### src/rtl/ps2_host_tx.sv
`default_nettype none
// ============================================================================
// Module   : ps2_host_tx
// Brief    : PS/2 host-to-device command transmitter (inhibit, RTS, 11 clocks)
// Revision : 1.0
// ============================================================================
module ps2_host_tx #(
    parameter int unsigned INHIBIT_CYCLES    = 12000,
    parameter int unsigned START_HOLD_CYCLES = 200,
    parameter int unsigned TIMEOUT_CYCLES    = 2000000
) (
    input  logic       clk,
    input  logic       rst_sys,
    input  logic [7:0] tx_data,
    input  logic       tx_valid,
    output logic       tx_ready,
    input  logic       ps2_clk_in,
    input  logic       ps2_data_in,
    output logic       ps2_clk_oe,
    output logic       ps2_data_oe,
    output logic       busy,
    output logic       tx_done,
    output logic       tx_err
);

    localparam logic [20:0] C_INHIBIT_LAST = 21'(INHIBIT_CYCLES - 1);
    localparam logic [20:0] C_START_LAST   = 21'(START_HOLD_CYCLES - 1);
    localparam logic [20:0] C_TIMEOUT_LAST = 21'(TIMEOUT_CYCLES - 1);

    typedef enum logic [2:0] {
        IDLE      = 3'd0,
        INHIBIT   = 3'd1,
        START     = 3'd2,
        SEND      = 3'd3,
        ACK       = 3'd4,
        WAIT_IDLE = 3'd5
    } state_t;

    state_t      state_q, state_d;
    logic [20:0] cnt_q, cnt_d;
    logic [3:0]  bit_q, bit_d;
    logic [8:0]  frame_q, frame_d;
    logic        clk_oe_q, clk_oe_d;
    logic        data_oe_q, data_oe_d;
    logic        done_q, done_d;
    logic        err_q, err_d;

    logic        clk_meta_q, clk_sync_q, clk_prev_q;
    logic        data_meta_q, data_sync_q;

    logic        fe;
    logic        timeout;
    logic [20:0] cnt_inc;

    // Synchronizers reset to the idle-high bus level so reset never fakes an edge.
    always_ff @(posedge clk or posedge rst_sys) begin
        if (rst_sys) begin
            clk_meta_q  <= 1'b1;
            clk_sync_q  <= 1'b1;
            clk_prev_q  <= 1'b1;
            data_meta_q <= 1'b1;
            data_sync_q <= 1'b1;
        end else begin
            clk_meta_q  <= ps2_clk_in;
            clk_sync_q  <= clk_meta_q;
            clk_prev_q  <= clk_sync_q;
            data_meta_q <= ps2_data_in;
            data_sync_q <= data_meta_q;
        end
    end

    assign fe      = clk_prev_q & ~clk_sync_q & ((state_q == SEND) || (state_q == ACK));
    assign timeout = (cnt_q == C_TIMEOUT_LAST);
    assign cnt_inc = (cnt_q == 21'h1F_FFFF) ? cnt_q : cnt_q + 21'd1;

    always_ff @(posedge clk or posedge rst_sys) begin
        if (rst_sys) begin
            state_q   <= IDLE;
            cnt_q     <= '0;
            bit_q     <= '0;
            frame_q   <= '0;
            clk_oe_q  <= 1'b0;
            data_oe_q <= 1'b0;
            done_q    <= 1'b0;
            err_q     <= 1'b0;
        end else begin
            state_q   <= state_d;
            cnt_q     <= cnt_d;
            bit_q     <= bit_d;
            frame_q   <= frame_d;
            clk_oe_q  <= clk_oe_d;
            data_oe_q <= data_oe_d;
            done_q    <= done_d;
            err_q     <= err_d;
        end
    end

    always_comb begin
        state_d   = state_q;
        cnt_d     = cnt_inc;
        bit_d     = bit_q;
        frame_d   = frame_q;
        clk_oe_d  = clk_oe_q;
        data_oe_d = data_oe_q;
        done_d    = 1'b0;
        err_d     = 1'b0;

        case (state_q)
            IDLE: begin
                cnt_d     = '0;
                bit_d     = '0;
                clk_oe_d  = 1'b0;
                data_oe_d = 1'b0;
                if (tx_valid) begin
                    frame_d  = {~^tx_data, tx_data};
                    clk_oe_d = 1'b1;
                    state_d  = INHIBIT;
                end
            end
            INHIBIT: begin
                if (cnt_q == C_INHIBIT_LAST) begin
                    cnt_d     = '0;
                    data_oe_d = 1'b1;
                    state_d   = START;
                end
            end
            START: begin
                if (cnt_q == C_START_LAST) begin
                    cnt_d    = '0;
                    bit_d    = '0;
                    clk_oe_d = 1'b0;
                    state_d  = SEND;
                end
            end
            SEND: begin
                if (fe) begin
                    cnt_d = '0;
                    bit_d = bit_q + 4'd1;
                    if (bit_q == 4'd9) begin
                        data_oe_d = 1'b0;
                        state_d   = ACK;
                    end else begin
                        data_oe_d = ~frame_q[bit_q];
                    end
                end else if (timeout) begin
                    cnt_d     = '0;
                    clk_oe_d  = 1'b0;
                    data_oe_d = 1'b0;
                    err_d     = 1'b1;
                    state_d   = IDLE;
                end
            end
            ACK: begin
                // Device pulls data low during the 11th clock to acknowledge.
                if (fe) begin
                    cnt_d = '0;
                    if (data_sync_q) begin
                        clk_oe_d  = 1'b0;
                        data_oe_d = 1'b0;
                        err_d     = 1'b1;
                        state_d   = IDLE;
                    end else begin
                        state_d = WAIT_IDLE;
                    end
                end else if (timeout) begin
                    cnt_d     = '0;
                    clk_oe_d  = 1'b0;
                    data_oe_d = 1'b0;
                    err_d     = 1'b1;
                    state_d   = IDLE;
                end
            end
            WAIT_IDLE: begin
                if (clk_sync_q && data_sync_q) begin
                    cnt_d   = '0;
                    done_d  = 1'b1;
                    state_d = IDLE;
                end else if (timeout) begin
                    cnt_d     = '0;
                    clk_oe_d  = 1'b0;
                    data_oe_d = 1'b0;
                    err_d     = 1'b1;
                    state_d   = IDLE;
                end
            end
            default: begin
                cnt_d     = '0;
                clk_oe_d  = 1'b0;
                data_oe_d = 1'b0;
                state_d   = IDLE;
            end
        endcase
    end

    assign tx_ready    = (state_q == IDLE);
    assign busy        = (state_q != IDLE);
    assign ps2_clk_oe  = clk_oe_q;
    assign ps2_data_oe = data_oe_q;
    assign tx_done     = done_q;
    assign tx_err      = err_q;

endmodule
`default_nettype wire
### config.mk
export PLATFORM = sky130hd
export DESIGN_NAME = ps2_host_tx
export DESIGN_NICKNAME = d
export VERILOG_FILES = /design/src/rtl/ps2_host_tx.sv
export SDC_FILE = /design/constraint.sdc
export NUM_CORES = 1
export LEC_CHECK = 0
export ABC_AREA = 1
export CORE_ASPECT_RATIO = 0.5
export CORE_MARGIN = 8
export CORE_UTILIZATION = 35
export DETAILED_ROUTE_END_ITERATION = 8
export MAX_ROUTING_LAYER = met4
export SLEW_MARGIN = 20
export SYNTH_ARGS = -nofsm -noshare
export SYNTH_HDL_FRONTEND = slang
export SYNTH_SLANG_ARGS = --single-unit
### constraint.sdc
create_clock -name clk -period 2.9 [get_ports clk]
set_input_delay 0.58 -clock clk [delete_from_list [all_inputs] [get_ports clk]]
set_output_delay 0.58 -clock clk [all_outputs]
set_load 0.01 [all_outputs]
# [After elaboration in Yosys (flattened, before gate mapping)]
# Index checks and enable logic that the tools add are counted.
[totals] out_inout_bits=6 elab_cells=97 inputBits=13 register_bits=46
[classes] n_addsub=2 mux=45 eq_ne=18 bitwise=6 reduce_logical=12 order_cmp=1
[ops] op="21-bit 2-to-1 mux" n=6
[ops] op="21-bit case mux with 4 select lines" n=1
[ops] op="21-bit == test, second input constant" n=2
[ops] op="3-bit 2-to-1 mux" n=9
[ops] op="21-bit by 1-bit adder with 21-bit output, second input constant" n=1
[ops] op="21-bit by 14-bit == test with 1-bit output, second input constant" n=1
[ops] op="21-bit by 8-bit == test with 1-bit output, second input constant" n=1
[ops] op="1-bit 2-to-1 mux" n=21
[ops] op="3-bit case mux with 6 select lines" n=1
[ops] op="2-bit != test, second input constant" n=6
[ops] op="4-bit case mux with 3 select lines" n=1
[ops] op="4-bit 2-to-1 mux" n=2
[ops] op="4-bit AND reduction" n=2
[ops] op="8-bit XNOR reduction" n=1
[ops] op="3-bit by 2-bit == test with 1-bit output, second input constant" n=2
[ops] op="3-bit == test, second input constant" n=2
[ops] op="1-bit case mux with 6 select lines" n=1
[ops] op="3-bit nonzero test" n=2
[ops] op="4-bit by 5-bit less-than comparator with 1-bit output, second input constant" n=1
[ops] op="1-bit case mux with 5 select lines" n=1
[ops] op="5-bit AND reduction" n=1
[ops] op="4-bit by 1-bit adder with 4-bit output, second input constant" n=1
[ops] op="1-bit binary-select mux with 4-bit select" n=1
[ops] op="4-bit == test, second input constant" n=1
[ops] op="12 further kinds" n=16

# [Depth between registers and ports, before layout]
[depth] ltp_word=6 ltp_mapped=11 mapped_depth_nobuf=11

# [Least setup slack after synthesis]
# OpenSTA, ideal clock, no wires.
[synth_timing] path_kind="reg-to-reg" start="register cnt_q[0]" end="register cnt_q[13]" setup_time_ns=0.113 arrival_time_ns=1.458 slack_ns=1.329 path_buffers=1 required_time_ns=2.787 period_less_slack_ns=1.571 path_stages_with_launch=12 cell_sequence="dfrtp_1 > ha_1 > nand2_2 > inv_2 > nand2_2 > nor2_4 > nand3_4 > nand2_2 > nand3_4 > buf_6 > nand3_1 > inv_2"
[synth_via] elab_chain_cells=5 elab_cells_between_ends=12 cone_classes="1 x add/sub; 4 x eq/ne; 7 x mux"
[synth_lines] element="start, declared" line="40" source="logic [20:0] cnt_q, cnt_d;"
[synth_lines] element="start signal, assigned" line="88" source="cnt_q <= cnt_d;"
[synth_lines] element="21-bit by 1-bit adder with 21-bit output / 21-bit == test (equally long branches)" line="74" source="assign cnt_inc = (cnt_q == 21'h1F_FFFF) ? cnt_q : cnt_q + 21'd1;"
[synth_lines] element="21-bit 2-to-1 mux" line="74"
[synth_lines] element="21-bit 2-to-1 mux" line="145, 165, 178"
[synth_lines] element="21-bit 2-to-1 mux (on tied branches)" line="174, 136"
[synth_lines] element="21-bit case mux with 4 select lines (*)" line="108" source="case (state_q)"
[synth_lines] element="via cnt_d[13]" line="40"
# The timed path passes the listed nets; every way through them passes the cells marked *.
# A chain may end at the register's enable or synchronous reset.

# [Final worst setup path]
[layout_timing] start="register state_q[0]" end="output tx_ready"
[layout_via] elab_chain_cells=1
[layout_lines] element="start, declared" line="39" source="state_t state_q, state_d;"
[layout_lines] element="start signal, assigned" line="87" source="state_q <= state_d;"
[layout_lines] element="3-bit zero test" line="195" source="assign tx_ready = (state_q == IDLE);"
[layout_lines] element="end, declared" line="16" source="output logic tx_ready,"
# Every way passes these cells.

==> impl_metrics.env <==
export IMPL_outcome="complete, no violations"
export IMPL_firstDrtPassIters=4
export IMPL_hpwl_um=5280
export IMPL_viasPerCell=4.86
export IMPL_initial_core_util_pct=35.5
export IMPL_worst_path_max_delay_cell="clkdlybuf4s50_1"
export IMPL_htreeDepth=2
export IMPL_dr_total_vias=2691
export IMPL_vdd_ir_drop_max_mv=0.341
export IMPL_grt_pass1_wl_um=12500
export IMPL_ios=19
export IMPL_sw_frac_of_total_pct=37.4
export IMPL_place_gp_congestion=0.904
export IMPL_synth_area_leaders="dfrtp_1 34%, nand2_1 11%, inv_1 7.5%"
export IMPL_p_per_area_nw_per_um2=713
export IMPL_antenna_found_initial=0
export IMPL_worst_path_max_fanout=7
export IMPL_cts_setup_buffers=0
export IMPL_syn2layout_area_growth_pct=16.2
export IMPL_path_buf_inv=2
export IMPL_core_rowCount=24
export IMPL_wl_per_cell_um=12.6
export IMPL_insertion_delay_ns=0.29
export IMPL_nets=452
export IMPL_die_area_um2=12100
export IMPL_required_ns=2.32
export IMPL_crit_chain="nor2_1 -> nand2_1 -> inv_1 -> clkdlybuf4s50_1"
export IMPL_synth_largest_type_area_fraction_pct=33.6
export IMPL_clockPowerShare_pct=29.7
export IMPL_worstSetupPathType="flop to primary output"
export IMPL_p_leak_nw=1.79
export IMPL_power_frac_comb_pct=35.5
export IMPL_yosysSeqAreaShare_pct=37.9
export IMPL_setup_viol=0
export IMPL_min_delay_path_depth=0
export IMPL_synthTopCellsByCount="86 x nand2_1, 61 x inv_1, 45 x nand3_1, 41 x dfrtp_1, 33 x nor2_1"
export IMPL_synth_cell_area_um2=3050
export IMPL_slew_headroom_pct=60.9
export IMPL_post_cts_resized=0
export IMPL_async_flop_share_pct=100
export IMPL_drt_wl_total_um=7000
export IMPL_clk_pin_slew_worst_paths_ns=0.06
export IMPL_cts_root_buf="clkbuf_16"
export IMPL_fin_cells=554
export IMPL_final_max_slew_viol_count=0
export IMPL_clockBufferDepth=2
export IMPL_seq_area_um2=1160
export IMPL_crit_family="buffers and inverters"
export IMPL_critical_path_max_stage_delay_ns=0.54
export IMPL_yosysUniqueCellTypes=38
export IMPL_die_h_um=82.0
export IMPL_yosys_warnings=0
export IMPL_fin_ws_ns=0.669
export IMPL_post_place_ws_ns=0.981
export IMPL_fmax_ghz=0.448
export IMPL_setup_tns_ns=0
export IMPL_power_frac_seq_pct=34.8
export IMPL_diodes=0
export IMPL_place_inst=546
export IMPL_reg2reg_slack_ns=1.03
export IMPL_crit_cells=4
export IMPL_rsz0062_at_grt="no"
export IMPL_multi_input_area_um2=1540
export IMPL_synth_edf_count=0
export IMPL_cap_violations=0
export IMPL_intPower_w=0.00158
export IMPL_grt_pass1_vias=2695
export IMPL_grt_max_degree=47
export IMPL_synthFlopType="dfrtp_1"
export IMPL_avgSynthCellArea_um2=7.37
export IMPL_syn_num_nets=430
export IMPL_io_buffers=18
export IMPL_startpoint_type="flop"
export IMPL_end_kind="primary output"
export IMPL_hp_class="flop to flop"
export IMPL_drive_above_1_share_pct=18.1
export IMPL_cts_buffers=5
export IMPL_coreArea_um2=8590
export IMPL_yosys_area_top_type="dfrtp_1"
export IMPL_drc=0
export IMPL_postLayoutCoreUtil_pct=41.3
export IMPL_worstPathArrival_ns=1.65
export IMPL_cts_tree="yes"
export IMPL_dr_first_iter_drc_count=173
export IMPL_overflow=0
export IMPL_cts_sinks=46
export IMPL_p_sw_w=0.000945
export IMPL_die_width_um=148
export IMPL_tightest_slew_ns=0.586
export IMPL_fill_cells=878
export IMPL_hold_viol=0
export IMPL_grt_usage_pct=13.2
export IMPL_reg2reg_depth=10
export IMPL_cts_hold_buffers=0
export IMPL_yosys_register_bits=46
export IMPL_synth_most_common_cell="nand2_1"
export IMPL_drtAntennaViolNets=0
export IMPL_syn_inst=414
export IMPL_final_period_utilization_pct=76.9
export IMPL_finalCriticalPeriod_ns=2.23
export IMPL_fin_skew_ns=0.00694
cells in the final DEF (no fill, tap or decap), drive strengths merged, types with 4 or more instances in the layout:
cell and instances:
dfstp 5, xor2 7, nand2 98, xnor2 5, a21oi 4, nor2 44, dfrtp 41, o21ai 26
nand4 15, clkbuf 5, inv 83, nor3 11, clkdlybuf4s50 18, nand3 54
layout make-up:
class | instances | area share, %
Inverter | 84 | 9.03
Timing Repair Buffer | 19 | 5.29
Tap cell | 117 | 4.13
Multi-Input combinational cell | 280 | 43.4
Sequential cell | 46 | 32.6
Clock inverter | 3 | 1.94
Clock buffer | 5 | 3.53
path summary, 6_finish.rpt:
check,startpoint,end
worst max register to register,cnt_q[0],cnt_q[13]
max in group asynchronous,rst_sys,cnt_q[18]
worst max-delay path,state_q[0],tx_ready
min in group asynchronous,rst_sys,tx_done
worst min-delay path,clk_meta_q,clk_sync_q
worst min register to register,clk_meta_q,clk_sync_q
power groups by stage:
stage          clock network (W)  logic [W]  registers [W]
2_1_floorplan                  0   0.000713       0.000867
3_3_place_gp                   0   0.000900       0.000891
3_5_place_dp                   0   0.000902       0.000890
4_1_cts                 0.000774   0.000906       0.000882
5_1_grt                 0.000794    0.00104       0.000900
6_report                0.000751   0.000899       0.000879
worst register-to-register path: stages (launching register included):
cell	delay, ns
dfrtp_1	0.39
ha_1	0.26
nand2_2	0.11
inv_2	0.07
nand2_2	0.07
nor2_4	0.17
nand3_4	0.12
nand2_2	0.09
nand3_4	0.26
nand3_1	0.20
inv_2	0.04
metal layers:
layer	vias up	routed length [um]	track usage, %
li1	1352	-	-
met1	1270	3360	15.8
met2	57	3190	21.9
met3	12	329	2.69
met4	0	117	5.35
met5	-	0	-
metrics by stage:
stage / total power (W) / hold slack (ns) / area [um2]
floorplan: 0.00158 / 0.345 / 3050
global placement: 0.00179 / 0.346 / 3350
detailed placement: 0.00179 / 0.347 / 3350
CTS: 0.00256 / 0.357 / 3550
global route: 0.00273 / 0.354 / 3550
finish: 0.00253 / 0.353 / 3550
flip-flops by register name, indices dropped and copies added (netlist names), 3 cells and up:
name and flops:
cnt_q 21, frame_q 9, bit_q 4, state_q 3
logic make-up (layout without fill, tap and decap cells):
kind of cell | count (synthesis) | in the layout | share of synthesized area (%)
compound gates | 36 | 36 | 7.18
fa+ha+maj | 3 | 3 | 1.23
flops | 46 | 46 | 37.9
simple gates | 229 | 229 | 38.6
xor+xnor | 12 | 12 | 3.45
buf+inv | 88 | 111 | 11.6
(Power assumes the default switching activity.)
